===== config.mk =====
export PLATFORM = sky130hd
export DESIGN_NAME = ppm_cs_resolver
export DESIGN_NICKNAME = d
export VERILOG_FILES = /design/src/rtl/ppm_cs_resolver_pkg.sv /design/src/rtl/ppm_cs_resolver_chunk_adder.sv /design/src/rtl/ppm_cs_resolver.sv
export SDC_FILE = /design/constraint.sdc
export NUM_CORES = 1
export LEC_CHECK = 0
export ABC_AREA = 0
export CAP_MARGIN = 30
export CORE_MARGIN = 2
export CORE_UTILIZATION = 51
export DETAILED_ROUTE_END_ITERATION = 6
export GPL_ROUTABILITY_DRIVEN = 0
export GPL_TIMING_DRIVEN = 0
export PLACE_DENSITY = 0.86
export SLEW_MARGIN = 20
export SYNTH_ARGS = -nofsm -noshare
export SYNTH_HDL_FRONTEND = slang
export SYNTH_SLANG_ARGS = --single-unit

===== constraint.sdc =====
create_clock -name clk -period 2.8 [get_ports clk]
set_input_delay 0.42 -clock clk [delete_from_list [all_inputs] [get_ports clk]]
set_output_delay 0.42 -clock clk [all_outputs]
set_load 0.01 [all_outputs]

===== src/rtl/ppm_cs_resolver_pkg.sv =====
// ============================================================================
// Module : ppm_pkg
// Brief  : Shared types and sizing helpers for the PPM carry-save resolver.
// Rev    : 1.0 - initial release
// ============================================================================
`default_nettype none

package ppm_pkg;

    // Resolver control states
    typedef enum logic [1:0] {
        ST_IDLE = 2'd0,
        ST_ADD  = 2'd1,
        ST_DONE = 2'd2
    } ppm_state_t;

    // Number of CHUNK-wide slices needed to cover a W-bit word
    function automatic int ppm_nch(input int w, input int chunk);
        return (w + chunk - 1) / chunk;
    endfunction

    // Width of the slice index register (never narrower than one bit)
    function automatic int ppm_idx_w(input int nch);
        return (nch <= 1) ? 1 : $clog2(nch);
    endfunction

endpackage

`default_nettype wire


===== src/rtl/ppm_cs_resolver_chunk_adder.sv =====
// ============================================================================
// Module : ppm_chunk_adder
// Brief  : Combinational CHUNK-bit adder with carry in/out; one slice of the
//          multi-cycle carry-propagate resolution.
// Rev    : 1.0 - initial release
// ============================================================================
`default_nettype none

module ppm_chunk_adder #(
    parameter int CHUNK = 4
) (
    input  logic [CHUNK-1:0] a,
    input  logic [CHUNK-1:0] b,
    input  logic             cin,
    output logic [CHUNK-1:0] s,
    output logic             cout
);

    logic [CHUNK:0] w_full;

    // Zero-extend by one bit so the carry lands in the MSB
    assign w_full = {1'b0, a} + {1'b0, b} + {{CHUNK{1'b0}}, cin};
    assign s      = w_full[CHUNK-1:0];
    assign cout   = w_full[CHUNK];

endmodule

`default_nettype wire


===== src/rtl/ppm_cs_resolver.sv =====
// ============================================================================
// Module : ppm_cs_resolver
// Brief  : Resolves the PPM carry-save pair (in1, in2) into a binary sum,
//          one CHUNK-bit slice per clock with a registered inter-slice carry.
//          Optional macro PPM_CARRY_OUT_EN adds the sum_cout output.
// Rev    : 1.0 - initial release
// ============================================================================
`default_nettype none

module ppm_cs_resolver
    import ppm_pkg::*;
#(
    parameter int N     = 8,
    parameter int M     = 8,
    parameter int CHUNK = 4
) (
    input  logic           clk,
    input  logic           rst_n,
    input  logic           in_valid,
    output logic           in_ready,
    input  logic [N+M-1:0] in1,
    input  logic [N+M-1:0] in2,
    output logic           out_valid,
    input  logic           out_ready,
`ifdef PPM_CARRY_OUT_EN
    output logic           sum_cout,
`endif
    output logic [N+M-1:0] sum
);

    localparam int W     = N + M;
    localparam int NCH   = ppm_nch(W, CHUNK);
    localparam int IW    = ppm_idx_w(NCH);
    // Position of the carry out of bit W-1 inside the last slice's result
    localparam int LASTB = W - (NCH - 1) * CHUNK;

    ppm_state_t      state_q,     state_d;
    logic [W-1:0]    op1_q,       op1_d;
    logic [W-1:0]    op2_q,       op2_d;
    logic [W-1:0]    sum_q,       sum_d;
    logic [IW-1:0]   idx_q,       idx_d;
    logic            carry_q,     carry_d;
    logic            in_ready_q,  in_ready_d;
    logic            out_valid_q, out_valid_d;
`ifdef PPM_CARRY_OUT_EN
    logic            cout_q,      cout_d;
    logic [CHUNK:0]  w_full;
`endif

    int              w_sh;
    logic [CHUNK-1:0] w_a;
    logic [CHUNK-1:0] w_b;
    logic [CHUNK-1:0] w_s;
    logic             w_cout;

    // Right shift zero-fills, so operand bits above W-1 read as 0
    assign w_sh = int'(idx_q) * CHUNK;
    assign w_a  = CHUNK'(op1_q >> w_sh);
    assign w_b  = CHUNK'(op2_q >> w_sh);

    ppm_chunk_adder #(
        .CHUNK (CHUNK)
    ) u_chunk_adder (
        .a    (w_a),
        .b    (w_b),
        .cin  (carry_q),
        .s    (w_s),
        .cout (w_cout)
    );

`ifdef PPM_CARRY_OUT_EN
    assign w_full = {w_cout, w_s};
`endif

    // Next-state, slice write-back and handshake decode
    always_comb begin
        state_d     = state_q;
        op1_d       = op1_q;
        op2_d       = op2_q;
        sum_d       = sum_q;
        idx_d       = idx_q;
        carry_d     = carry_q;
        in_ready_d  = in_ready_q;
        out_valid_d = out_valid_q;
`ifdef PPM_CARRY_OUT_EN
        cout_d      = cout_q;
`endif
        case (state_q)
            ST_IDLE: begin
                if (in_valid) begin
                    state_d    = ST_ADD;
                    op1_d      = in1;
                    op2_d      = in2;
                    carry_d    = 1'b0;
                    idx_d      = '0;
                    in_ready_d = 1'b0;
                end
            end
            ST_ADD: begin
                // Result bits shifted past W-1 fall off the top
                sum_d   = (sum_q & ~(W'({CHUNK{1'b1}}) << w_sh)) | (W'(w_s) << w_sh);
                carry_d = w_cout;
                idx_d   = idx_q + 1'b1;
                if (idx_q == IW'(NCH - 1)) begin
                    state_d     = ST_DONE;
                    out_valid_d = 1'b1;
`ifdef PPM_CARRY_OUT_EN
                    cout_d      = w_full[LASTB];
`endif
                end
            end
            ST_DONE: begin
                if (out_ready) begin
                    state_d     = ST_IDLE;
                    out_valid_d = 1'b0;
                    in_ready_d  = 1'b1;
                end
            end
            default: begin
                state_d     = ST_IDLE;
                in_ready_d  = 1'b1;
                out_valid_d = 1'b0;
            end
        endcase
    end

    // State and datapath registers with asynchronous reset
    always_ff @(posedge clk or negedge rst_n) begin
        if (!rst_n) begin
            state_q     <= ST_IDLE;
            op1_q       <= '0;
            op2_q       <= '0;
            sum_q       <= '0;
            idx_q       <= '0;
            carry_q     <= 1'b0;
            in_ready_q  <= 1'b1;
            out_valid_q <= 1'b0;
`ifdef PPM_CARRY_OUT_EN
            cout_q      <= 1'b0;
`endif
        end else begin
            state_q     <= state_d;
            op1_q       <= op1_d;
            op2_q       <= op2_d;
            sum_q       <= sum_d;
            idx_q       <= idx_d;
            carry_q     <= carry_d;
            in_ready_q  <= in_ready_d;
            out_valid_q <= out_valid_d;
`ifdef PPM_CARRY_OUT_EN
            cout_q      <= cout_d;
`endif
        end
    end

    assign in_ready  = in_ready_q;
    assign out_valid = out_valid_q;
    assign sum       = sum_q;
`ifdef PPM_CARRY_OUT_EN
    assign sum_cout  = cout_q;
`endif

endmodule

`default_nettype wire

==> impl_metrics.toml <==
[run_status]
status = "complete, no violations"

[placement]
dp_cells = 284
place_hpwl_um = 3440
port_buffers = 53
post-place-ws_ps = 18.2

[final_layout]
nets = 269
stdcell_count = 292
area_delta_synth_final_pct = 27.7
postLayoutCoreUtil_pct = 68.3
n_antenna_cell = 0
n_fill_cell = 337
drive_gt1_share_pct = 26.7

[clock_network]
insertion_delay_ps = 310
numCtsBuffers = 5
cts.clk_slew.worst_paths_ps = 90
post_cts.repair.setup_buffers = 0
cts_root_buffer = "clkbuf_8"
cts_tree = "built"
clockBufferDepth = 2
holdBufCountCts = 0
cts_resized = 1
cts_sinks = 55
htree_levels = 2

[sta]
slew_viol_final = 0
worst_pin_slew_ps = 663
hold_viol = 0
period_share_pct = 94.7
clock.fmax_mhz = 377
relSlewSlack_pct = 55.8
setup_viol = 0
setup_ws_ps = 149
clock_skew_ps = 9.33
period_needed_ps = 2650
rsz0062_at_grt = "no"

[worst_setup_path]
arrival_ps = 2850
crit_end = "carry_q"
worstSetupPathType = "reg2reg"
reg2reg_depth = 7
critPathLaunchType = "flop"
r2r_start = "idx_q[0]"
r2r_slack_ps = 150
crit_top_cell = "fa_1"
worstPathCellList = "buf_6 -> mux4_2 -> fa_1 -> fa_1 -> a21o_2 -> a21oi_1 -> o22ai_1"
setup.worst_path.start = "idx_q[0]"
critPathCaptureType = "flop"
cp_data_required_time_ps = 3000
slowest_delay_ps = 550
critPathMaxFanout = 10
r2r_end = "carry_q"
timing.critical_path.slowest_stage_cell = "mux4_2"

[logic_synthesis]
syn_inst = 164
synth-seq-cells = 55
synth-seq-area-share_pct = 53.8
synth_area_sq_um = 2560
ys_async_sr_fraction_pct = 100
syn_avg_cell_area_sq_um = 15.6
yosys_warnings = 0
synth-edff-count = 0
synth_fp_nets = 209
ys.flop_type = "dfrtp_1"
synth.distinct_cells = 33

[routing]
remaining_drc_errors = 0
ant_nets = 0
drt-pass1-iter-count = 4
vias = 1523
wl_per_cell_um = 15.7
wl_um = 4580
first_iter_violations = 39
avgViaCountPerCell = 5.22

[power]
power_density_nw_per_um2 = 1290
p_leak_uw = 0.00141
ir_drop_mv = 0.566

[global_routing]
gr-total-overflow = 0
grt_pass1_vias = 1588
grt_first_pass_wirelength_um = 7570
grt_max_degree = 56
grtUsageTotal_pct = 18.4
antenna_found_initial = 0

[die]
pin_count = 54
dieArea_sq_um = 5600
core_area_sq_um = 4790
row_count = 25
start_util_pct = 53.5
die_w_um = 74.9
die_y_um = 74.9

[job]
drv_cap = 0

[min_path]
hold_class = "in2async"
## registers in the layout (all words and copies together), names as in the netlist
signal / cells
op1_q: 16
state_q: 2
idx_q: 2
in_ready: 1
sum: 16
out_valid: 1
carry_q: 1
op2_q: 16
## per-stage QoR
stage / TNS (ps) / hold slack (ps) / total power, uW / area, sq um
final: 0 / 141 / 4210 / 3270
after global routing: 0 / 192 / 4510 / 3270
after CTS: 0 / 162 / 4230 / 3260
after detailed placement: 0 / 477 / 3780 / 3170
after global placement: -14640 / 466 / 3710 / 3180
after floorplan: 0 / 124 / 3080 / 2560
## cell usage in the layout (no fill, tap or decap), drive strengths merged
master,synthesis,layout
xor2,1,1
mux2,32,32
buf,7,8
nand2b,1,1
inv,3,3
dfstp,1,1
mux4,8,8
dfrtp,54,54
o22a,1,1
o31ai,1,1
fa,2,2
or3,2,2
a32o,4,4
nand2,9,9
a21o,2,2
clkinv,0,3
clkbuf,0,5
clkdlybuf4s50,0,52
ha,7,7
nor2,2,2
nor3,4,4
and3,1,1
o21ai,3,3
o21bai,1,1
and2b,1,1
a21oi,3,3
nor3b,1,1
a22o,12,12
o22ai,1,1
## worst max-delay path: cells and delay by family, from the launching register on
kind / cells / cell delay, ps
buf+inv: 1 / 200
flops: 1 / 440
fa+ha+maj: 2 / 900
mux: 1 / 550
compound gates: 3 / 440
## synth_stat cells (3+ instances only)
cell type / instances / share of area (%)
a22o_1: 12 / 4.1
mux2_2: 5 / 2.2
ha_1: 7 / 3.4
inv_1: 3 / 0.44
a32o_1: 4 / 1.6
mux2_4: 20 / 12
mux4_2: 8 / 7.0
nor3_2: 4 / 1.6
mux2_1: 7 / 3.1
nand2_1: 9 / 1.3
buf_6: 4 / 1.8
dfrtp_1: 54 / 53
a21oi_1: 3 / 0.59
## final cells by class
type                    instances  area, sq um  share of cell area [%]
flip-flops and latches         55         1380                    42.2
clock buffers                   5         68.8                    2.10
clock inverters                 3         15.0                   0.459
multi-input cells              99         1120                    34.2
repair buffers                 53          528                    16.1
well taps                      67         83.8                    2.56
inverters                       3         11.3                   0.344
plain buffers                   7         66.3                    2.03
## per-layer routing
layer	GRT usage (%)	wire length [um]	vias to the layer above
li1	-	-	727
met2	28.3	2200	42
met5	0	0	-
met4	5.36	53	0
met3	4.69	206	7
met1	26.1	2110	747
## logic make-up (layout without fill, tap and decap cells)
kind of cell / after synthesis / after routing / share of synthesized area (%)
adder cells (fa/ha/maj): 9 / 9 / 4.98
flip-flops: 55 / 55 / 53.8
XOR/XNOR: 1 / 1 / 0.342
buffers and inverters: 10 / 71 / 2.88
multiplexers: 40 / 40 / 24.0
AND/OR/NAND/NOR: 21 / 21 / 5.33
AO/OA/AOI/OAI: 28 / 28 / 8.65
## worst min path at each step
| stage | slack (ps) | depth (start not counted) | end |
|---|---|---|---|
| after floorplan | 120 | 0 | carry_q |
| after global placement | 470 | 1 | op2_q[5] |
| after detailed placement | 480 | 1 | op2_q[5] |
| after CTS | 160 | 1 | idx_q[1] |
| after global routing | 190 | 1 | sum[0] |
| final | 140 | 1 | op1_q[6] |
## power breakdown
| part | leakage, uW | internal (uW) | switching [uW] |
|---|---|---|---|
| registers | 0.000657 | 1200 | 242 |
| logic | 0.000707 | 1320 | 1030 |
| clock network | 0.0000477 | 172 | 241 |
No activity file was read; power rests on OpenSTA's default activity.
